$ cat src/rtl/ram_pkg.sv
// Shared types and helpers for the single-port RAM controller.
// Parity support is compiled in only when RAM_PARITY_EN is defined.
package ram_pkg;

  typedef enum logic {
    ST_CLEAR = 1'b0,
    ST_IDLE  = 1'b1
  } state_e;

  localparam int DEF_DATA_W = 8;
  localparam int DEF_ADDR_W = 5;

  // Even-parity bit over up to 64 data bits; zero-extension leaves parity unchanged.
  function automatic logic even_parity(input logic [63:0] d);
    return ^d;
  endfunction

endpackage

$ cat src/rtl/ram_sp_ctrl_if.sv
// Request/ready bus between the datapath and ram_sp_ctrl.
// RAM_PARITY_EN adds the parity error flag and the parity-inject input.
interface ram_sp_ctrl_if
  import ram_pkg::*;
#(
  parameter int DATA_W = DEF_DATA_W,
  parameter int ADDR_W = DEF_ADDR_W
);

  // A request is taken on any rising edge where req_i=1 and ready_o=1;
  // a read answers one cycle later with rvalid_o=1 alongside the new dout_o.
  logic              clr_i;
  logic              req_i;
  logic              we_i;
  logic [ADDR_W-1:0] addr_i;
  logic [DATA_W-1:0] din_i;
  logic              ready_o;
  logic [DATA_W-1:0] dout_o;
  logic              rvalid_o;
  state_e            state_o;
`ifdef RAM_PARITY_EN
  logic              perr_o;
  logic              perr_inj_i;

  modport master (
    output clr_i, req_i, we_i, addr_i, din_i, perr_inj_i,
    input  ready_o, dout_o, rvalid_o, state_o, perr_o
  );
  modport slave (
    input  clr_i, req_i, we_i, addr_i, din_i, perr_inj_i,
    output ready_o, dout_o, rvalid_o, state_o, perr_o
  );
`else
  modport master (
    output clr_i, req_i, we_i, addr_i, din_i,
    input  ready_o, dout_o, rvalid_o, state_o
  );
  modport slave (
    input  clr_i, req_i, we_i, addr_i, din_i,
    output ready_o, dout_o, rvalid_o, state_o
  );
`endif

endinterface

$ cat src/rtl/ram_array.sv
// Plain single-port storage: synchronous write, registered read.
// Only the read register is reset; the array itself is left untouched.
module ram_array #(
  parameter int W      = 8,
  parameter int ADDR_W = 5
) (
  input  logic              clk_i,
  input  logic              rst_i,
  input  logic              we,
  input  logic              re,
  input  logic [ADDR_W-1:0] addr,
  input  logic [W-1:0]      wdata,
  output logic [W-1:0]      rdata
);

  logic [W-1:0] mem [2**ADDR_W];

  always_ff @(posedge clk_i) begin
    if (we) mem[addr] <= wdata;
  end

  always_ff @(posedge clk_i) begin
    if (rst_i)   rdata <= '0;
    else if (re) rdata <= mem[addr];
  end

endmodule

$ cat src/rtl/ram_sp_ctrl.sv
// Single-port RAM with clear sequencer and request/ready handshake.
// Optional even parity per word is enabled with RAM_PARITY_EN.
module ram_sp_ctrl
  import ram_pkg::*;
#(
  parameter int                DATA_W    = DEF_DATA_W,
  parameter int                ADDR_W    = DEF_ADDR_W,
  parameter logic [DATA_W-1:0] CLEAR_VAL = '0
) (
  input logic          clk_i,
  input logic          rst_i,
  ram_sp_ctrl_if.slave bus
);

  localparam int DEPTH = 2**ADDR_W;
`ifdef RAM_PARITY_EN
  localparam int MEM_W = DATA_W + 1;
`else
  localparam int MEM_W = DATA_W;
`endif

  state_e            state_q, state_d;
  logic [ADDR_W-1:0] clr_ptr_q, clr_ptr_d;
  logic              rvalid_q;
  logic              mem_we, mem_re, inj;
  logic [ADDR_W-1:0] mem_addr;
  logic [DATA_W-1:0] wr_data;
  logic [MEM_W-1:0]  mem_wdata, mem_rdata;

  always_ff @(posedge clk_i) begin
    if (rst_i) begin
      state_q   <= ST_CLEAR;
      clr_ptr_q <= '0;
      rvalid_q  <= 1'b0;
    end else begin
      state_q   <= state_d;
      clr_ptr_q <= clr_ptr_d;
      rvalid_q  <= mem_re;
    end
  end

  // Reset blocks every array access; clr_i outranks any request.
  always_comb begin
    state_d   = state_q;
    clr_ptr_d = clr_ptr_q;
    mem_we    = 1'b0;
    mem_re    = 1'b0;
    mem_addr  = bus.addr_i;
    wr_data   = bus.din_i;
    inj       = 1'b0;
    if (!rst_i) begin
      unique case (state_q)
        ST_CLEAR: begin
          mem_addr = clr_ptr_q;
          wr_data  = CLEAR_VAL;
          if (bus.clr_i) begin
            clr_ptr_d = '0;
          end else begin
            mem_we = 1'b1;
            if (clr_ptr_q == ADDR_W'(DEPTH - 1)) state_d = ST_IDLE;
            else clr_ptr_d = clr_ptr_q + 1'b1;
          end
        end
        ST_IDLE: begin
          if (bus.clr_i) begin
            state_d   = ST_CLEAR;
            clr_ptr_d = '0;
          end else if (bus.req_i) begin
            mem_we = bus.we_i;
            mem_re = !bus.we_i;
`ifdef RAM_PARITY_EN
            inj    = bus.perr_inj_i;
`endif
          end
        end
        default: ;
      endcase
    end
  end

`ifdef RAM_PARITY_EN
  assign mem_wdata  = {even_parity(64'(wr_data)) ^ inj, wr_data};
  assign bus.perr_o = rvalid_q &
                      (even_parity(64'(mem_rdata[DATA_W-1:0])) != mem_rdata[DATA_W]);
`else
  assign mem_wdata  = wr_data;
`endif

  ram_array #(.W(MEM_W), .ADDR_W(ADDR_W)) u_array (
    .clk_i (clk_i),
    .rst_i (rst_i),
    .we    (mem_we),
    .re    (mem_re),
    .addr  (mem_addr),
    .wdata (mem_wdata),
    .rdata (mem_rdata)
  );

  assign bus.ready_o  = (state_q == ST_IDLE);
  assign bus.dout_o   = mem_rdata[DATA_W-1:0];
  assign bus.rvalid_o = rvalid_q;
  assign bus.state_o  = state_q;

  logic unused_inj;
  assign unused_inj = inj;

endmodule

$ cat src/flat_wrapper.sv
// flat-port wrapper written by rule: the top's interface ports become plain ports
module ram_sp_ctrl_flat import ram_pkg::*;
#(
  parameter int                DATA_W    = DEF_DATA_W,
  parameter int                ADDR_W    = DEF_ADDR_W,
  parameter logic [DATA_W-1:0] CLEAR_VAL = '0
)
  (clk_i, rst_i, bus_clr_i, bus_req_i, bus_we_i, bus_addr_i, bus_din_i, bus_ready_o, bus_dout_o, bus_rvalid_o, bus_state_o);
  ram_sp_ctrl_if #(.DATA_W(DATA_W), .ADDR_W(ADDR_W)) bus_i ();
  input logic clk_i;
  input logic rst_i;
  input wire logic [$bits(bus_i.clr_i)-1:0] bus_clr_i;
  input wire logic [$bits(bus_i.req_i)-1:0] bus_req_i;
  input wire logic [$bits(bus_i.we_i)-1:0] bus_we_i;
  input wire logic [$bits(bus_i.addr_i)-1:0] bus_addr_i;
  input wire logic [$bits(bus_i.din_i)-1:0] bus_din_i;
  output wire logic [$bits(bus_i.ready_o)-1:0] bus_ready_o;
  output wire logic [$bits(bus_i.dout_o)-1:0] bus_dout_o;
  output wire logic [$bits(bus_i.rvalid_o)-1:0] bus_rvalid_o;
  output wire logic [$bits(bus_i.state_o)-1:0] bus_state_o;
  assign bus_i.clr_i = bus_clr_i;
  assign bus_i.req_i = bus_req_i;
  assign bus_i.we_i = bus_we_i;
  assign bus_i.addr_i = bus_addr_i;
  assign bus_i.din_i = bus_din_i;
  assign bus_ready_o = bus_i.ready_o;
  assign bus_dout_o = bus_i.dout_o;
  assign bus_rvalid_o = bus_i.rvalid_o;
  assign bus_state_o = bus_i.state_o;
  ram_sp_ctrl #(.DATA_W(DATA_W), .ADDR_W(ADDR_W), .CLEAR_VAL(CLEAR_VAL)) u_core (.clk_i(clk_i), .rst_i(rst_i), .bus(bus_i));
endmodule
$ cat config.mk
export PLATFORM = sky130hd
export DESIGN_NAME = ram_sp_ctrl_flat
export DESIGN_NICKNAME = d
export VERILOG_FILES = /design/src/rtl/ram_pkg.sv /design/src/rtl/ram_sp_ctrl_if.sv /design/src/rtl/ram_array.sv /design/src/rtl/ram_sp_ctrl.sv /design/src/flat_wrapper.sv
export SDC_FILE = /design/constraint.sdc
export NUM_CORES = 1
export LEC_CHECK = 0
export ABC_CLOCK_PERIOD_IN_PS = 3400
export CORE_ASPECT_RATIO = 2
export CORE_UTILIZATION = 61
export DETAILED_ROUTE_END_ITERATION = 6
export GPL_ROUTABILITY_DRIVEN = 0
export HOLD_SLACK_MARGIN = 0.06
export PLACE_DENSITY = 0.79
export SLEW_MARGIN = 20
export SYNTH_ARGS = -nofsm -noshare
export SYNTH_HDL_FRONTEND = slang
export SYNTH_SLANG_ARGS = --single-unit
$ cat constraint.sdc
create_clock -name clk_i -period 3.4 [get_ports clk_i]
set_clock_uncertainty 0.15 [all_clocks]
set_input_delay 1.02 -clock clk_i [delete_from_list [all_inputs] [get_ports clk_i]]
set_output_delay 1.02 -clock clk_i [all_outputs]
set_load 0.005 [all_outputs]
==> results of run 1 <==
layout by cell type (no fill, tap or decap), types with 5 or more instances in the layout:
master / n
a21oi_1: 75
a22oi_1: 121
a22oi_2: 7
a31oi_1: 8
buf_12: 12
buf_4: 99
clkbuf_16: 24
clkdlybuf4s50_1: 28
dfxtp_1: 15
edfxtp_1: 256
nand2_1: 21
nor2_1: 45
nor2b_4: 5
nor3_1: 8
nor4_1: 8
layer usage:
layer,vias up,GRT usage (%),routed length [microns]
met5,-,0,0
li1,2844,-,-
met4,0,21.17,1968
met3,111,4.431,1839
met2,432,54.69,13710
met1,3263,37.67,8950
final timing paths:
check,startpoint,endpoint,slack [ns],cells after the start
max,rst_i,u_core.u_array.rdata[5]$_SDFFE_PP0P_,0.12,8
min,u_core.u_array.rdata[1]$_SDFFE_PP0P_,u_core.u_array.rdata[1]$_SDFFE_PP0P_,0.39,2
max reg2reg,u_core.bus.ready_o$_SDFF_PP0_,u_core.u_array.rdata[5]$_SDFFE_PP0P_,0.55,7
min reg2reg,u_core.u_array.rdata[1]$_SDFFE_PP0P_,u_core.u_array.rdata[1]$_SDFFE_PP0P_,0.39,2
worst max-delay path: stages:
cell	delay (ns)
clkdlybuf4s50_1	0.64
or4b_1	0.22
o21ai_4	0.17
buf_4	0.23
a22oi_1	0.38
a21oi_1	0.15
nor4_1	0.52
a31oi_1	0.17
power breakdown:
group | internal, mW | leakage (nW) | switching, mW
sequential | 3.66 | 2.47 | 0.00549
clock | 1.46 | 0.357 | 1.12
combinational | 0.166 | 1.30 | 0.265
total | 5.29 | 4.13 | 1.39
flip-flops by register name, summed over array words and instances, names as in the netlist:
signal	count
u_core.u_array.mem	256
u_core.u_array.rdata	8
u_core.clr_ptr_q	5
u_core.bus.ready_o	1
u_core.bus.rvalid_o	1
final cells by class:
type                       count  area (sq um)
sequential                   271          7988
fill                         977          4255
timing repair buffer         139          1264
clock buffer                  28         625.6
inverter                       2         7.507
tap                          207         259.0
clock inverter                12         117.6
multi-input combinational    333          2166
stage by stage:
stage               hold WS [ns]  area, sq um  total power, mW
CTS                       0.3830        12430            6.692
floorplan                 0.3443        10340            3.950
global route              0.4136        12430            6.850
global placement          0.3732        11680            4.144
finish                    0.3913        12430            6.681
detailed placement        0.3740        11680            4.157
cells by family after synthesis:
family                   Yosys count
flip-flops                       271
AO/OA/AOI/OAI                    219
AND/OR/NAND/NOR                  105
buffers and inverters             43
multiplexers                       4
XOR/XNOR                           3
adder cells (fa/ha/maj)            2
==> impl_metrics.json, run 1 <==
{
  "final.setup.worst_slack_ns": 0.1239,
  "postSynthAreaPerCell_sq_um": 15.99,
  "cts_root_buf": "clkbuf_16",
  "wirelength_microns": 26470,
  "synth_nets": 667,
  "post_synth_instance_area_sq_um": 10340,
  "cts_made_buffers": 22,
  "setup_tns_ns": 0,
  "peak_fanout_along_the_critical_path": 12,
  "synth_edf_count": 256,
  "area_of_the_die_sq_um": 17510,
  "worstPathArrival_ns": 3.50,
  "nets": 789,
  "cts-resized-gates": 0,
  "grt_first_pass_wirelength_microns": 39740,
  "dp.cells": 952,
  "floorplan.die.height_microns": 186.1,
  "worstHoldPathType": "reg2reg",
  "grtUsageTotal_pct": 32.09,
  "antenna_violating_nets_post_route": 0,
  "pin_count_of_the_biggest_net_entering_global_routing": 33,
  "instances_no_fill": 992,
  "post-dp-hpwl_microns": 17300,
  "async_reset_ff_share_pct": 0,
  "cts-hold-fix-buffers": 0,
  "synth_top_area_cell": "edfxtp_1",
  "combinational_family_with_the_most_area_after_synthesis": "compound AO/OA/AOI/OAI gates",
  "leakagePower_nw": 4.126,
  "synth_cell_type_count": 35,
  "achievable_frequency_ghz": 0.3052,
  "rsz_0062_raised_after_global_routing": "no",
  "route.detailed.wl_per_inst_microns": 26.68,
  "post_drt_via_cell_ratio": 6.704,
  "setup-violations-final": 0,
  "post-route-util_pct": 74.49,
  "setup_fix_bufs_post_cts": 0,
  "tritoncts": "yes",
  "synth_compound_area_share_pct": 14.21,
  "global_route_congestion_overflow_total": 0,
  "fp.dieW_microns": 94.07,
  "ys_seq_area_share_pct": 77.23,
  "final_max_slew_viol_count": 0,
  "router_iterations_before_antenna_repair": 5,
  "synth_top_area_share_pct": 74.33,
  "detail_route.iter0.violations": 749,
  "status": "finished clean",
  "syn-instance-count": 647,
  "std_cell_rows": 67,
  "synth-seq-cells": 271,
  "n_antenna_cell": 0,
  "power_density_nw_per_um2": 537.6,
  "synth_top_flop_cell": "edfxtp_1",
  "antenna_found_initial": 0,
  "post_synth_most_frequent_cells": "edfxtp_1 (256), a22oi_1 (121), a21oi_1 (75)",
  "fp.coreArea_sq_um": 16680,
  "synth.area.top_cells": "edfxtp_1 (74%), a22oi_1 (8.8%), a21oi_1 (3.6%)",
  "clock_tree.htree_level_count": 1,
  "post_synthesis_adder_cell_area_fraction_pct": 0.2420,
  "start_util_pct": 62.00,
  "endpoint_kind": "register",
  "least_margin_pin_slew_ns": 0.5769,
  "synth_xor_area_share_pct": 0.2541,
  "portion_of_netlist_area_occupied_by_mux_cells_pct": 0.3992,
  "cts.sinks": 271,
  "max-vdd-ir-drop_v": 0.0004952,
  "clk_path_buf_depth": 3,
  "yosys_warnings": 0,
  "slew_headroom_pct": 61.48,
  "final_min_period_over_clock_period_pct": 96.35,
  "critPathRequiredTime_ns": 3.63,
  "layout-area-overhead-vs-synth_pct": 20.15,
  "clkLatencyLatePin_ns": 0.52,
  "worst_setup_hold_path_clk_slew_ns": 0.07,
  "criticalPathCategory": "in2reg",
  "drt_drc_violations_left": 0,
  "grt_pass1_vias": 6609,
  "synth.most_common_cell": "edfxtp_1",
  "cp-start-kind": "input pin",
  "post_synthesis_share_of_cell_area_spent_on_and_or_nand_and_nor_gates_pct": 4.960,
  "layout-drive-gt1-share_pct": 21.27,
  "final_period_minus_worst_setup_slack_ns": 3.276,
  "timing.max_cap.violations": 0,
  "top_level_ports": 29,
  "num_vias": 6650,
  "preCtsSetupSlack_ns": -0.3113,
  "numPortBuffers": 28,
  "finalHoldViolations": 0
}
Note: power is estimated with default switching activity, not from simulation.
==> run 2: changes to the inputs <==
Settings changed: CORE_ASPECT_RATIO 2 to 0.75.
==> run 2 against run 1 <==
Via count decreased by 1.6%. Setup slack improved by 0.036 ns. Final area fell by 0.94%. Clock-buffer cell count grew 3. First-iteration DRC count rose by 32%. Combinational power is 4.6% lower. Register-to-register slack better by 0.16 ns. Final cell count shrank 1.5%. Global-route usage decreased by 1.9 points. Critical path depth increased by 1. Sequential power hardly changed. Critical endpoint is now u_core.u_array.rdata[1]$_SDFFE_PP0P_. Largest cell class unchanged. Largest power group unchanged. Highest routed layer is now met5.
==> impl_metrics.json, run 2 (synthesis gave the netlist of run 1 again) <==
{
  "status": "finished clean",
  "achievable_frequency_ghz": 0.3086,
  "finalInstanceArea_sq_um": 12310,
  "instances_no_fill": 977,
  "cts.sinks": 271,
  "place_area_sq_um": 11550,
  "most-common-layout-cells": "edfxtp_1 (256), a22oi_1 (121), a21oi_1 (75), buf_4 (73), nor2_1 (45)",
  "n_antenna_cell": 0,
  "numPortBuffers": 28,
  "timing.max_cap.violations": 0,
  "max-vdd-ir-drop_v": 0.0005592,
  "detail_route.iter0.violations": 986,
  "post-dp-hpwl_microns": 15890,
  "rsz_0062_raised_after_global_routing": "no",
  "router_iterations_before_antenna_repair": 5,
  "slew_headroom_pct": 52.86,
  "grt_first_pass_wirelength_microns": 38800,
  "clkLatencyLatePin_ns": 0.52,
  "cts-hold-fix-buffers": 0,
  "pin_count_of_the_biggest_net_entering_global_routing": 41,
  "area_of_the_die_sq_um": 17490,
  "endpoint_kind": "register",
  "grtUsageTotal_pct": 30.21,
  "cts_root_buf": "clkbuf_16",
  "leakagePower_nw": 4.031,
  "fp.dieW_microns": 152.4,
  "topRoutingLayerUsed": "met5",
  "fp.coreArea_sq_um": 16320,
  "final_max_slew_viol_count": 0,
  "power.total_mw": 6.726,
  "largestRegisters": "u_core.u_array.mem: 256 flops, u_core.u_array.rdata: 8 flops, u_core.clr_ptr_q: 5 flops",
  "met3_length_microns": 3253,
  "cts-resized-gates": 0,
  "largest-register": "u_core.u_array.mem",
  "cp-start-kind": "input pin",
  "worstHoldStart": "u_core.u_array.rdata[3]$_SDFFE_PP0P_",
  "num_vias": 6542,
  "clk_path_buf_depth": 3,
  "min_delay_path_depth": 2,
  "layout_commonest_cell": "edfxtp_1",
  "least_margin_pin_slew_ns": 0.7006,
  "worst-r2r-cell-count": 7,
  "criticalPathCategory": "in2reg",
  "global_route_congestion_overflow_total": 0,
  "layout-drive-gt1-share_pct": 18.90,
  "dp.cells": 933,
  "layout-area-overhead-vs-synth_pct": 19.03,
  "start_util_pct": 63.39,
  "final_min_period_over_clock_period_pct": 95.31,
  "route.detailed.wl_per_inst_microns": 26.01,
  "rr_endpoint": "u_core.u_array.rdata[1]$_SDFFE_PP0P_",
  "peak_fanout_along_the_critical_path": 12,
  "worst_setup_hold_path_clk_slew_ns": 0.06,
  "worstPathArrival_ns": 3.47,
  "cts_made_buffers": 25,
  "grt_pass1_vias": 6484,
  "std_cell_rows": 40,
  "setup_fix_bufs_post_cts": 0,
  "wirelength_microns": 25420,
  "clock_tree.htree_level_count": 1,
  "antenna_found_initial": 1,
  "wl_met1_microns": 9825,
  "worstHoldPathType": "reg2reg",
  "critPathRequiredTime_ns": 3.63,
  "nets": 770,
  "finalHoldWorstSlack_ns": 0.3752,
  "power_density_nw_per_um2": 546.4,
  "finalHoldViolations": 0,
  "hold_end": "u_core.u_array.rdata[3]$_SDFFE_PP0P_",
  "dr_wl_met2_microns": 11640,
  "drt_drc_violations_left": 0,
  "floorplan.die.height_microns": 114.8,
  "tritoncts": "yes",
  "post_drt_via_cell_ratio": 6.696,
  "antenna_violating_nets_post_route": 0,
  "final_period_minus_worst_setup_slack_ns": 3.241,
  "worst-r2r-setup-slack_ns": 0.71,
  "max_reg_flops": 256,
  "setup-violations-final": 0,
  "top_level_ports": 29,
  "r2r-start": "u_core.bus.ready_o$_SDFF_PP0_"
}
run 2: metrics by stage:
stage	worst slack (ns)	TNS, ns	utilization, %
finish	0.1595	0	75.45
global route	0.1042	0	75.45
CTS	0.2664	0	75.45
detailed placement	-0.2719	-8.974	70.77
global placement	-0.2232	-1.591	70.77
floorplan	0.3924	0	-
run 2: power by group:
group	leakage, nW	internal [mW]	switching [mW]
sequential	2.47	3.66	0.00568
combinational	1.19	0.154	0.257
clock	0.372	1.50	1.15
run 2: area by class of cell:
type	count	area, sq um
repair buffers	117	1149
clock inverters	13	115.1
clock buffers	31	648.1
flip-flops and latches	271	7988
multi-input cells	333	2141
fillers	931	4005
inverters	2	7.507
well taps	210	262.8
run 2: routing by layer:
metal  GRT usage [%]  vias to the layer above
li1                -                     2803
met1           42.13                     3167
met2           47.83                      512
met3           7.689                       58
met4           9.252                        2
met5               0                        -
run 2: how the worst max path moves through the flow:
stage | start | to | slack (ns) | cells after the start
2_1_floorplan | rst_i | u_core.u_array.mem[10][0]$_DFFE_PP_ | 0.39 | 6
3_3_place_gp | rst_i | u_core.u_array.rdata[1]$_SDFFE_PP0P_ | -0.22 | 9
5_1_grt | rst_i | u_core.u_array.rdata[3]$_SDFFE_PP0P_ | 0.10 | 8
4_1_cts | rst_i | u_core.u_array.rdata[1]$_SDFFE_PP0P_ | 0.27 | 10
3_5_place_dp | rst_i | u_core.u_array.rdata[1]$_SDFFE_PP0P_ | -0.27 | 10
6_report | rst_i | u_core.u_array.rdata[1]$_SDFFE_PP0P_ | 0.16 | 9
run 2: worst max-delay path, cell delays in order:
cell and delay [ns]:
clkdlybuf4s50_1 0.49, buf_4 0.20, nor2_8 0.24, mux2_2 0.41
nand2_1 0.12, buf_12 0.14, a21oi_1 0.06, nor4_1 0.63
a31oi_1 0.16
==> run 3: changes to the inputs <==
Settings changed: ABC_CLOCK_PERIOD_IN_PS 3400 to 3500, CELL_PAD_IN_SITES_DETAIL_PLACEMENT set to 0, CELL_PAD_IN_SITES_GLOBAL_PLACEMENT set to 1, CORE_UTILIZATION 61 to 52, PLACE_DENSITY 0.79 to not set, PLACE_DENSITY_LB_ADDON set to 0.1, SLEW_MARGIN 20 to 10.
Clock period 3.4 ns to 3.5 ns, I/O delays scaled along.
==> run 3 against run 2 <==
Flip-flop and latch count did not move. Wire length fell by 1.4%. Clock-buffer cell count rose by 5. Utilization fell by 11 points. Final cell count rose by 6.1%. Final area rose by 2.4%. Critical path depth fell by 1. Sequential share of layout area fell by 1.5 points. Critical path type unchanged. Highest routed layer is now met4. Sequential power fell by 3%.
==> impl_metrics.json, run 3 (synthesis gave the netlist of run 1 again) <==
{
  "layout-area-overhead-vs-synth_pct": 21.85,
  "finalHoldViolations": 0,
  "cp-start-kind": "input pin",
  "max_reg_flops": 256,
  "switchingPower_mw": 1.430,
  "top_level_ports": 29,
  "power_density_nw_per_um2": 539.7,
  "criticalPathCategory": "in2reg",
  "cpPeakStageDelay_ns": 0.60,
  "hold_end": "u_core.u_array.rdata[6]$_SDFFE_PP0P_",
  "endpoint_kind": "register",
  "antenna_violating_nets_post_route": 0,
  "layout-drive-gt1-share_pct": 20.54,
  "critical-path-slowest-cell": "nor4_1",
  "cp_bufs_invs": 2,
  "status": "finished clean",
  "floorplan.die.height_microns": 124.1,
  "fp.coreArea_sq_um": 19430,
  "clkLatencyLatePin_ns": 0.54,
  "nets": 783,
  "final_max_slew_viol_count": 0,
  "cts-hold-fix-buffers": 0,
  "least_margin_pin_slew_ns": 0.6295,
  "start_util_pct": 53.22,
  "most-common-layout-cells": "edfxtp_1 (256), a22oi_1 (121), buf_4 (82), a21oi_1 (75), nor2_1 (45)",
  "tritoncts": "yes",
  "wirelength_microns": 25070,
  "grt_pass1_vias": 6073,
  "clock_tree.htree_level_count": 1,
  "post_drt_via_cell_ratio": 6.011,
  "crit_chain": "clkdlybuf4s50_1 -> nor2_8 -> mux2_2 -> nand2_1 -> a21oi_1 -> nor4_1 -> buf_4 -> a31oi_1",
  "detail_route.iter0.violations": 696,
  "antenna_found_initial": 0,
  "leakagePower_nw": 4.159,
  "internal_power_contribution_mw": 5.372,
  "critical-path-top-delay-family": "simple AND/OR/NAND/NOR gates",
  "rr_endpoint": "u_core.u_array.rdata[4]$_SDFFE_PP0P_",
  "finalHoldWorstSlack_ns": 0.3732,
  "netSwitchingFraction_pct": 21.02,
  "cts.sinks": 271,
  "route.detailed.wl_per_inst_microns": 24.18,
  "setup_fix_bufs_post_cts": 0,
  "r2r-start": "u_core.bus.ready_o$_SDFF_PP0_",
  "setup-violations-final": 0,
  "clk_path_buf_depth": 3,
  "timing.max_cap.violations": 0,
  "rsz_0062_raised_after_global_routing": "no",
  "min_delay_path_depth": 2,
  "pin_count_of_the_biggest_net_entering_global_routing": 39,
  "num-fill-cells": 1370,
  "worstPathArrival_ns": 3.60,
  "slew_headroom_pct": 57.65,
  "power.share.sequential_pct": 52.3,
  "worstHoldStart": "u_core.u_array.rdata[6]$_SDFFE_PP0P_",
  "cts_made_buffers": 27,
  "num_vias": 6233,
  "largest-register": "u_core.u_array.mem",
  "worst_setup_hold_path_clk_slew_ns": 0.06,
  "area_of_the_die_sq_um": 20460,
  "router_iterations_before_antenna_repair": 5,
  "numPortBuffers": 28,
  "final_period_minus_worst_setup_slack_ns": 3.355,
  "critPathRequiredTime_ns": 3.74,
  "max-vdd-ir-drop_v": 0.0003794,
  "drt_drc_violations_left": 0,
  "power.total_mw": 6.802,
  "grt_first_pass_wirelength_microns": 37470,
  "worst-r2r-setup-slack_ns": 0.72,
  "worstHoldPathType": "reg2reg",
  "place_area_sq_um": 11740,
  "achievable_frequency_ghz": 0.2981,
  "n_antenna_cell": 0,
  "finalInstanceArea_sq_um": 12600,
  "final_min_period_over_clock_period_pct": 95.85,
  "fp.dieW_microns": 164.8,
  "layout_commonest_cell": "edfxtp_1",
  "std_cell_rows": 44,
  "post-dp-hpwl_microns": 16320,
  "largestRegisters": "u_core.u_array.mem: 256 flops, u_core.u_array.rdata: 8 flops, u_core.clr_ptr_q: 5 flops",
  "post-route-util_pct": 64.85,
  "peak_fanout_along_the_critical_path": 9,
  "grtUsageTotal_pct": 25.59,
  "cts_root_buf": "clkbuf_16",
  "worst-r2r-cell-count": 10,
  "share_comb_of_total_power_pct": 6.3,
  "p_clk_share_pct": 41.4,
  "global_route_congestion_overflow_total": 0,
  "cts-resized-gates": 0
}
[run 3: cell count changes in the layout (fill, tap and decap cells not counted), moves of 2 or more]
| cell | delta |
|---|---|
| nor2b_2 | -6 |
| buf_4 | +9 |
| clkbuf_16 | +2 |
| clkinv_1 | -2 |
| nor2b_4 | +6 |
| buf_12 | +2 |
| clkbuf_1 | +3 |
[run 3: worst max path at each step]
stage | to | cells after the start | startpoint
finish | u_core.u_array.rdata[4]$_SDFFE_PP0P_ | 8 | rst_i
global route | u_core.u_array.rdata[4]$_SDFFE_PP0P_ | 8 | rst_i
global placement | u_core.u_array.rdata[4]$_SDFFE_PP0P_ | 8 | rst_i
CTS | u_core.u_array.rdata[4]$_SDFFE_PP0P_ | 8 | rst_i
detailed placement | u_core.u_array.rdata[4]$_SDFFE_PP0P_ | 8 | rst_i
floorplan | u_core.u_array.mem[10][0]$_DFFE_PP_ | 6 | rst_i
[run 3: power by group through the flow]
stage | logic (mW) | registers [mW] | clock network (mW)
after floorplan | 0.207 | 3.63 | 0
after global placement | 0.419 | 3.63 | 0
after detailed placement | 0.427 | 3.63 | 0
after CTS | 0.428 | 3.56 | 2.84
after global routing | 0.457 | 3.56 | 2.96
final | 0.427 | 3.56 | 2.81
[run 3: routing by layer]
metal  wire length, microns  global-route usage (%)  up-vias  part of all wire, %
li1                       -                       -     2833                    -
met1                  11270                   37.13     3128                   45
met2                  11160                   37.84      228                   44
met3                   2033                   7.160       44                  8.1
met4                    615                   7.397        0                  2.5
met5                      0                       0        -                    0
[run 3: metrics by stage]
stage / setup slack, ns / cells / TNS [ns]
after global routing: 0.1030 / 1037 / 0
after global placement: -0.3669 / 987 / -10.72
after CTS: 0.1531 / 1037 / 0
after detailed placement: -0.3869 / 987 / -19.29
after floorplan: 0.4624 / 647 / 0
final: 0.1453 / 1037 / 0
[run 3: cell type report]
| class | count | area [sq um] | share of cell area [%] |
|---|---|---|---|
| clock buffers | 36 | 709.4 | 5.629 |
| clock inverters | 14 | 153.9 | 1.221 |
| inverters | 2 | 7.507 | 0.05957 |
| multi-input cells | 333 | 2171 | 17.23 |
| flip-flops and latches | 271 | 7988 | 63.38 |
| well taps | 253 | 316.6 | 2.512 |
| repair buffers | 128 | 1256 | 9.968 |
[run 3: worst min-delay path, cell delays in order, from the launching register on]
cell and delay (ns):
dfxtp_1 0.32, a21oi_1 0.12, a31oi_1 0.04
